File: src/rtl/score_render.sv
// score_render: converts a 14-bit binary score to four BCD digits with a
// serial double-dabble FSM, and renders them as an 8x8-glyph score field
// for a VGA scan through a two-stage pixel pipeline.
// Optional feature: define SCORE_LEADING_ZERO_BLANK_EN to blank leading
// zero digits (the least significant digit is always shown).
module score_render #(
  parameter logic [9:0] X0     = 10'd16,
  parameter logic [9:0] Y0     = 10'd8,
  parameter int         DIGITS = 4
) (
  input  logic        sys_clk,
  input  logic        sys_rst,
  input  logic [13:0] score_i,
  input  logic        score_load,
  output logic        busy_o,
  input  logic [9:0]  pix_x,
  input  logic [9:0]  pix_y,
  output logic [3:0]  digit_o,
  output logic [2:0]  glyph_x_o,
  output logic [2:0]  glyph_y_o,
  input  logic        glyph_bit_i,
  output logic        pix_on_o
);

  typedef enum logic [1:0] {
    IDLE,
    SHIFT,
    COMMIT
  } state_t;

  // Field bounds are widened to 11 bits so X0+8*DIGITS cannot wrap past 1023.
  localparam logic [10:0] XEnd = {1'b0, X0} + 11'(8 * DIGITS);
  localparam logic [10:0] YEnd = {1'b0, Y0} + 11'd8;

  state_t      state_q, state_d;
  logic [13:0] bin_q, bin_d;
  logic [15:0] bcd_q, bcd_d;
  logic [15:0] disp_q, disp_d;
  logic [3:0]  cnt_q, cnt_d;
  logic [15:0] bcdAdj;
  logic        unusedMsb;

  logic        inRegion;
  logic [4:0]  dx;
  logic [2:0]  dy;
  logic [1:0]  digitIdx;
  logic [3:0]  nibble;
  logic [3:0]  digit_q, digit_d;
  logic [2:0]  gx_q, gx_d;
  logic [2:0]  gy_q, gy_d;
  logic        region_q, region_d;
  logic        blank_q, blank_d;
  logic        pixOn_q, pixOn_d;

  // Double-dabble correction: every BCD nibble of 5 or more gets +3 before the shift.
  always_comb begin
    bcdAdj = bcd_q;
    for (int i = 0; i < 4; i++) begin
      if (bcd_q[i*4 +: 4] >= 4'd5) begin
        bcdAdj[i*4 +: 4] = bcd_q[i*4 +: 4] + 4'd3;
      end
    end
  end

  // Conversion FSM next state: latch saturated score, 14 shift steps, then commit.
  always_comb begin
    state_d   = state_q;
    bin_d     = bin_q;
    bcd_d     = bcd_q;
    disp_d    = disp_q;
    cnt_d     = cnt_q;
    unusedMsb = 1'b0;
    case (state_q)
      IDLE: begin
        if (score_load) begin
          bin_d   = (score_i > 14'd9999) ? 14'd9999 : score_i;
          bcd_d   = 16'd0;
          cnt_d   = 4'd13;
          state_d = SHIFT;
        end
      end
      SHIFT: begin
        {unusedMsb, bcd_d} = {bcdAdj, bin_q[13]};
        bin_d = {bin_q[12:0], 1'b0};
        if (cnt_q == 4'd0) begin
          state_d = COMMIT;
        end else begin
          cnt_d = cnt_q - 4'd1;
        end
      end
      COMMIT: begin
        disp_d  = bcd_q;
        state_d = IDLE;
      end
      default: begin
        state_d = IDLE;
      end
    endcase
  end

  // Conversion state registers; the display only ever changes in COMMIT.
  always_ff @(posedge sys_clk or posedge sys_rst) begin
    if (sys_rst) begin
      state_q <= IDLE;
      bin_q   <= 14'd0;
      bcd_q   <= 16'd0;
      disp_q  <= 16'd0;
      cnt_q   <= 4'd0;
    end else begin
      state_q <= state_d;
      bin_q   <= bin_d;
      bcd_q   <= bcd_d;
      disp_q  <= disp_d;
      cnt_q   <= cnt_d;
    end
  end

  assign busy_o = (state_q != IDLE);

  // Low-bit offsets are exact inside the field, which is all that matters here.
  assign dx       = pix_x[4:0] - X0[4:0];
  assign dy       = pix_y[2:0] - Y0[2:0];
  assign digitIdx = dx[4:3];
  assign inRegion = ({1'b0, pix_x} >= {1'b0, X0}) && ({1'b0, pix_x} < XEnd) &&
                    ({1'b0, pix_y} >= {1'b0, Y0}) && ({1'b0, pix_y} < YEnd);

  // Stage 1 next values: pick the digit under the beam and the glyph coordinates.
  always_comb begin
    nibble   = 4'd0;
    digit_d  = 4'd0;
    gx_d     = 3'd0;
    gy_d     = 3'd0;
    region_d = 1'b0;
    blank_d  = 1'b0;
    case (digitIdx)
      2'd0:    nibble = disp_q[15:12];
      2'd1:    nibble = disp_q[11:8];
      2'd2:    nibble = disp_q[7:4];
      default: nibble = disp_q[3:0];
    endcase
    if (inRegion) begin
      digit_d  = nibble;
      gx_d     = dx[2:0];
      gy_d     = dy;
      region_d = 1'b1;
`ifdef SCORE_LEADING_ZERO_BLANK_EN
      case (digitIdx)
        2'd0:    blank_d = (disp_q[15:12] == 4'd0);
        2'd1:    blank_d = (disp_q[15:8] == 8'd0);
        2'd2:    blank_d = (disp_q[15:4] == 12'd0);
        default: blank_d = 1'b0;
      endcase
`else
      blank_d = 1'b0;
`endif
    end
  end

  // Stage 2 next value: combine the glyph ROM bit with the delayed region/blank flags.
  always_comb begin
    pixOn_d = region_q & glyph_bit_i & ~blank_q;
  end

  // Render pipeline registers, running independently of the conversion FSM.
  always_ff @(posedge sys_clk or posedge sys_rst) begin
    if (sys_rst) begin
      digit_q  <= 4'd0;
      gx_q     <= 3'd0;
      gy_q     <= 3'd0;
      region_q <= 1'b0;
      blank_q  <= 1'b0;
      pixOn_q  <= 1'b0;
    end else begin
      digit_q  <= digit_d;
      gx_q     <= gx_d;
      gy_q     <= gy_d;
      region_q <= region_d;
      blank_q  <= blank_d;
      pixOn_q  <= pixOn_d;
    end
  end

  assign digit_o   = digit_q;
  assign glyph_x_o = gx_q;
  assign glyph_y_o = gy_q;
  assign pix_on_o  = pixOn_q;

endmodule
File: config.mk
export PLATFORM = sky130hd
export DESIGN_NAME = score_render
export DESIGN_NICKNAME = d
export VERILOG_FILES = /design/src/rtl/score_render.sv
export SDC_FILE = /design/constraint.sdc
export NUM_CORES = 1
export LEC_CHECK = 0
export ABC_AREA = 1
export CORE_MARGIN = 2
export CORE_UTILIZATION = 57
export DETAILED_ROUTE_END_ITERATION = 7
export MAX_ROUTING_LAYER = met4
export PLACE_DENSITY = 0.95
export SYNTH_ARGS = -nofsm -noshare
export SYNTH_HDL_FRONTEND = slang
export SYNTH_SLANG_ARGS = --single-unit
File: constraint.sdc
create_clock -name sys_clk -period 5.5 [get_ports sys_clk]
set_clock_uncertainty 0.2 [all_clocks]
set_input_delay 0.825 -clock sys_clk [delete_from_list [all_inputs] [get_ports sys_clk]]
set_output_delay 0.825 -clock sys_clk [all_outputs]
set_load 0.05 [all_outputs]
[Word-level counts from Yosys, hierarchy flattened]
Index checks and enable logic that the tools add are counted.
Word-level totals
  flip-flop bits (word level): 64
  bits of input ports: 38
  output and inout bits: 12
Operators by class
  add/sub/neg operators: 6
  magnitude comparators: 9
  eq/ne operators: 7
  mux-type cells: 20
  bitwise logic cells: 1
  reductions and logical operators: 11
Operators by type and width (count)
  $pmux 16 s2: 1
  $mux 14: 2
  $pmux 14 s2: 1
  $mux 4: 6
  $ge 4x3->1 const B: 4
  $mux 16: 1
  $gt 14x14->1 const B: 1
  $add 4x2->4 const B: 3
  $pmux 4 s3: 1
  $ge 10x4->1 const B: 1
  $ge 10x5->1 const B: 1
  $lt 10x5->1 const B: 1
  $lt 10x6->1 const B: 1
  $mux 3: 3
  $pmux 4 s2: 1
  $ne 2x2->1 const B: 3
  $sub 5x5->5 const B: 1
  $eq 2x1->1 const B: 2
  $eq 2x2->1 const B: 2
  $logic_not 2->1: 2
  $logic_not 4->1: 1
  $mux 2: 2
  $pmux 2 s2: 1
  $reduce_and 2->1: 2
  other kinds (7): 10

[Depth between registers and ports, before layout]
  depth in word-level cells: 5
  mapped depth: 9
  gate-level depth less buffers: 9

[Worst setup path after synthesis]
No wires, ideal clock.
  kind: input to register
  from: in pix_x[4]
  to: reg digit_q[2] (netlist: digit_o[2])
  setup time: 121 ps
  data arrival time: 1547 ps
  data required time: 5179 ps
  slack: 3632 ps
  cell stages on the path: 6
  path through: buf_4 > inv_1 > nand2_1 > or2_2 > nand3_1 > nor2_1
On the way
  longest elaborated chain between the ends: 5
  elaborated cells between the ends (all ways): 11
  classes of those cells: add/sub: 1; order compare: 2; eq/ne: 2; mux: 2; reduce/logical: 4
RTL lines
  from (decl): line 16  | input logic [9:0] pix_x,
  parallel branches: the longest is 4 deep, another holds $sub 5x5->5
  $mux 4 (*): line 141  | if (inRegion) begin
  via digit_d[2]: line 48  | logic [3:0] digit_q, digit_d;
  to (signal assigned): line 174  | digit_q <= digit_d;
  to (decl): line 48
Mark *: on every way through the listed nets, which the timed path passes.
A chain may end at the register's enable or synchronous reset.

[Worst setup path in the final report]
  from: reg state_q[1]
  to: out busy_o
On the way
  longest elaborated chain between the ends: 1
RTL lines
  from (decl): line 35  | state_t state_q, state_d;
  from (signal assigned): line 110  | state_q <= state_d;
  $reduce_bool 2->1: line 118  | assign busy_o = (state_q != IDLE);
  to (decl): line 15  | output logic busy_o,
Every way passes these cells.

==> flow_metrics.tcl <==
set metrics [dict create \
    fin_nets 480 \
    slew_violations 0 \
    grt_pass1_vias 2560 \
    final_area_um2 3840 \
    grt_antenna_before_repair 0 \
    first_iter_violations 193 \
    tightest_slew_ps 835 \
    root_buffer "clkbuf_8" \
    cts_tree "built" \
    ir_drop_mv 0.385 \
    clock-sinks 64 \
    via_per_inst 5.12 \
    drv_cap 0 \
    cpPeakStageDelay_ps 790 \
    hold_viol 0 \
    worst_ep_arrival_time_ps 1760 \
    synthMuxAreaShare_pct 0 \
    drtAntennaViolNets 0 \
    numCtsBuffers 9 \
    crit_buf_inv 2 \
    pwr_density_cell_nw_per_um2 495 \
    crit_chain "nor2_1, inv_1, clkdlybuf4s50_1" \
    startpoint_type "flop" \
    fin_crit_sh_pct 50.5 \
    drive_above_1_share_pct 6.85 \
    pin_count 50 \
    yosys_warnings 0 \
    reg2reg_to "bin_q[5]" \
    min_period_ps 2780 \
    synthCells 382 \
    p_leak_nw 1.90 \
    cts_hold_buf 0 \
    rsz0062_at_grt "no" \
    synth_top_area_share_pct 51.6 \
    netlist_area_um2 3100 \
    synth_area_leaders "dfrtp_1, nand2_1, o21ai_0, nor2_1, inv_1" \
    portBuffers 49 \
    placed_area_um2 3630 \
    hpwl_um 4490 \
    worstHoldPathType "flop to flop" \
    fin_setup_tns_ps 0 \
    gp_congestion 0.851 \
    finalWirelength_um 6280 \
    synth-xor-area-share_pct 0.847 \
    cts_setup_buffers 0 \
    final-seq-area_um2 1600 \
    antenna_cells 0 \
    start_util_pct 60.0 \
    critical_path_required_ps 4470 \
    synthSimpleGateAreaFrac_pct 26.3 \
    area_growth_pct 23.7 \
    syn_nets 429 \
    use_met1_pct 26.3 \
    synth_compound_area_share_pct 10.2 \
    worstPathMaxFanout 4 \
    cts_max_level 3 \
    synth_seq_cells 64 \
    fillCellCount 385 \
    post-route-drc-count 0 \
    synth_cell_types 30 \
    die-area_um2 6050 \
    path_clk_slew_ps 70 \
    rrSetupSlack_ps 3490 \
    setup_violations 0 \
    avgSynthCellArea_um2 8.12 \
    grt_usage_pct 22.9 \
    seq_area_frac_synth_pct 51.6 \
    min_to "pix_on_o" \
    core_um2 5170 \
    first_pass_iters 4 \
    met2_usage_pct 40.3 \
    rows 26 \
    dieHeight_um 77.8 \
    synthAdderAreaFrac_pct 3.63 \
    worstHoldPathCells 2 \
    overflow 0 \
    synth_top_family_by_area "simple AND/OR/NAND/NOR gates" \
    slew_headroom_pct 44.2 \
    fmax_ghz 0.360 \
    worstSkewPairLatency_ps 330 \
    hold_path.startpoint "region_q" \
    grt_max_degree 65 \
    multi_input_area_um2 1270 \
    reg2regPathDepth 7 \
    slowest_stage "clkdlybuf4s50_1" \
    clockBufferDepth 2 \
    top_usage_layer "met2" \
    worstSetupPathType "flop to output pin" \
    grtUsageMet3_pct 5.93 \
    crit_family "buffers and inverters" \
    wire_per_inst_um 12.4 \
    grt_pass1_wl_um 10800 \
    endpoint_kind "output pin" \
    cts_resized 0 \
    die_width_um 77.8 \
    synth_area_leader_cell "dfrtp_1" \
    num_vias 2600 \
    status "completed" \
    rr_startpoint "state_q[0]" \
]
==> power by group <==
group | internal (mW) | total [mW] | switching [mW] | leakage [nW]
sequential | 0.656 | 0.779 | 0.122 | 0.799
clock | 0.232 | 0.409 | 0.176 | 0.101
combinational | 0.268 | 0.713 | 0.446 | 0.999
total | 1.16 | 1.90 | 0.744 | 1.90
==> worst max path at each step <==
stage	start	to	depth (start not counted)	slack, ps
2_1_floorplan	sys_rst	bcd_q[0]	1	2880
3_3_place_gp	pix_x[4]	glyph_x_o[0]	5	3070
3_5_place_dp	pix_x[4]	glyph_y_o[0]	5	2970
4_1_cts	state_q[1]	busy_o	3	2710
5_1_grt	state_q[1]	busy_o	3	2670
6_report	state_q[1]	busy_o	3	2720
==> layout make-up <==
cell class              count  share of cell area, %
repair buffers             50                   13.0
multi-input cells         263                   33.1
clock buffers              11                   3.95
inverters                  45                   4.47
clock inverters             5                   1.44
flip-flops and latches     64                   41.7
well taps                  70                   2.28
==> layout by cell type (no fill, tap or decap), types with 2 or more instances in the layout <==
master / count
a21oi_1: 3
inv_2: 4
nor3_1: 2
o21ai_0: 41
clkinv_2: 2
inv_1: 40
o22ai_1: 6
a22oi_1: 5
nand2_1: 102
nand4_1: 2
or2_2: 4
clkdlybuf4s50_1: 49
xor2_1: 2
nand3_1: 28
a31oi_1: 2
ha_1: 9
and3_1: 2
nor2_1: 47
dfrtp_1: 64
clkbuf_8: 11
clkinvlp_4: 2
==> synth_stat cells <==
cell / instances
o211ai_1: 1
o22ai_1: 6
inv_4: 1
buf_6: 1
a22oi_1: 5
dfrtp_1: 64
inv_2: 3
a21oi_1: 3
o21ai_0: 41
inv_1: 41
nor2b_1: 1
nand3b_1: 1
nand2_4: 1
nand3_1: 28
nor2_2: 1
nand2_1: 102
a31oi_1: 2
nand2_2: 1
nand4_1: 2
clkbuf_1: 3
xnor2_1: 1
xor2_1: 2
buf_2: 4
and3_1: 2
buf_4: 2
ha_1: 9
nor2_8: 1
nor3_1: 2
nor2_1: 47
or2_2: 4
==> worst reg2reg max path, cell delays in order, from the launching register on <==
cell     delay, ps
dfrtp_1        400
inv_2          130
nor2_8         350
inv_4          160
nand2_4        170
inv_2          200
a22oi_1        220
nand2_1         70
==> flip-flops by register name (all words and copies together), names as in the netlist <==
| name | flops |
|---|---|
| glyph_x_o | 3 |
| region_q | 1 |
| cnt_q | 4 |
| bcd_q | 16 |
| state_q | 2 |
| disp_q | 16 |
| digit_o | 4 |
| glyph_y_o | 3 |
| pix_on_o | 1 |
| bin_q | 14 |
==> logic make-up after synthesis <==
logic type | Yosys count
fa+ha+maj | 9
simple gates | 193
buf+inv | 55
compound gates | 58
xor+xnor | 3
flops | 64
==> metal layers <==
metal	share of wire (%)	up-vias	routed length [um]
li1	-	1325	-
met1	44	1192	2790
met2	50	77	3110
met3	5.3	6	336
met4	0.60	0	38
met5	0	-	0
==> metrics by stage <==
stage / instances / utilization (%) / setup WS, ps / hold WS, ps / total power [mW]
2_1_floorplan: 382 / - / 2880 / 212 / 1.31
3_3_place_gp: 492 / 70.2 / 3070 / 222 / 1.44
3_5_place_dp: 492 / 70.2 / 2970 / 239 / 1.50
4_1_cts: 508 / 74.2 / 2710 / 254 / 1.91
5_1_grt: 508 / 74.2 / 2670 / 281 / 2.07
6_report: 508 / 74.2 / 2720 / 254 / 1.90
Power figures use the tool's default switching activity.
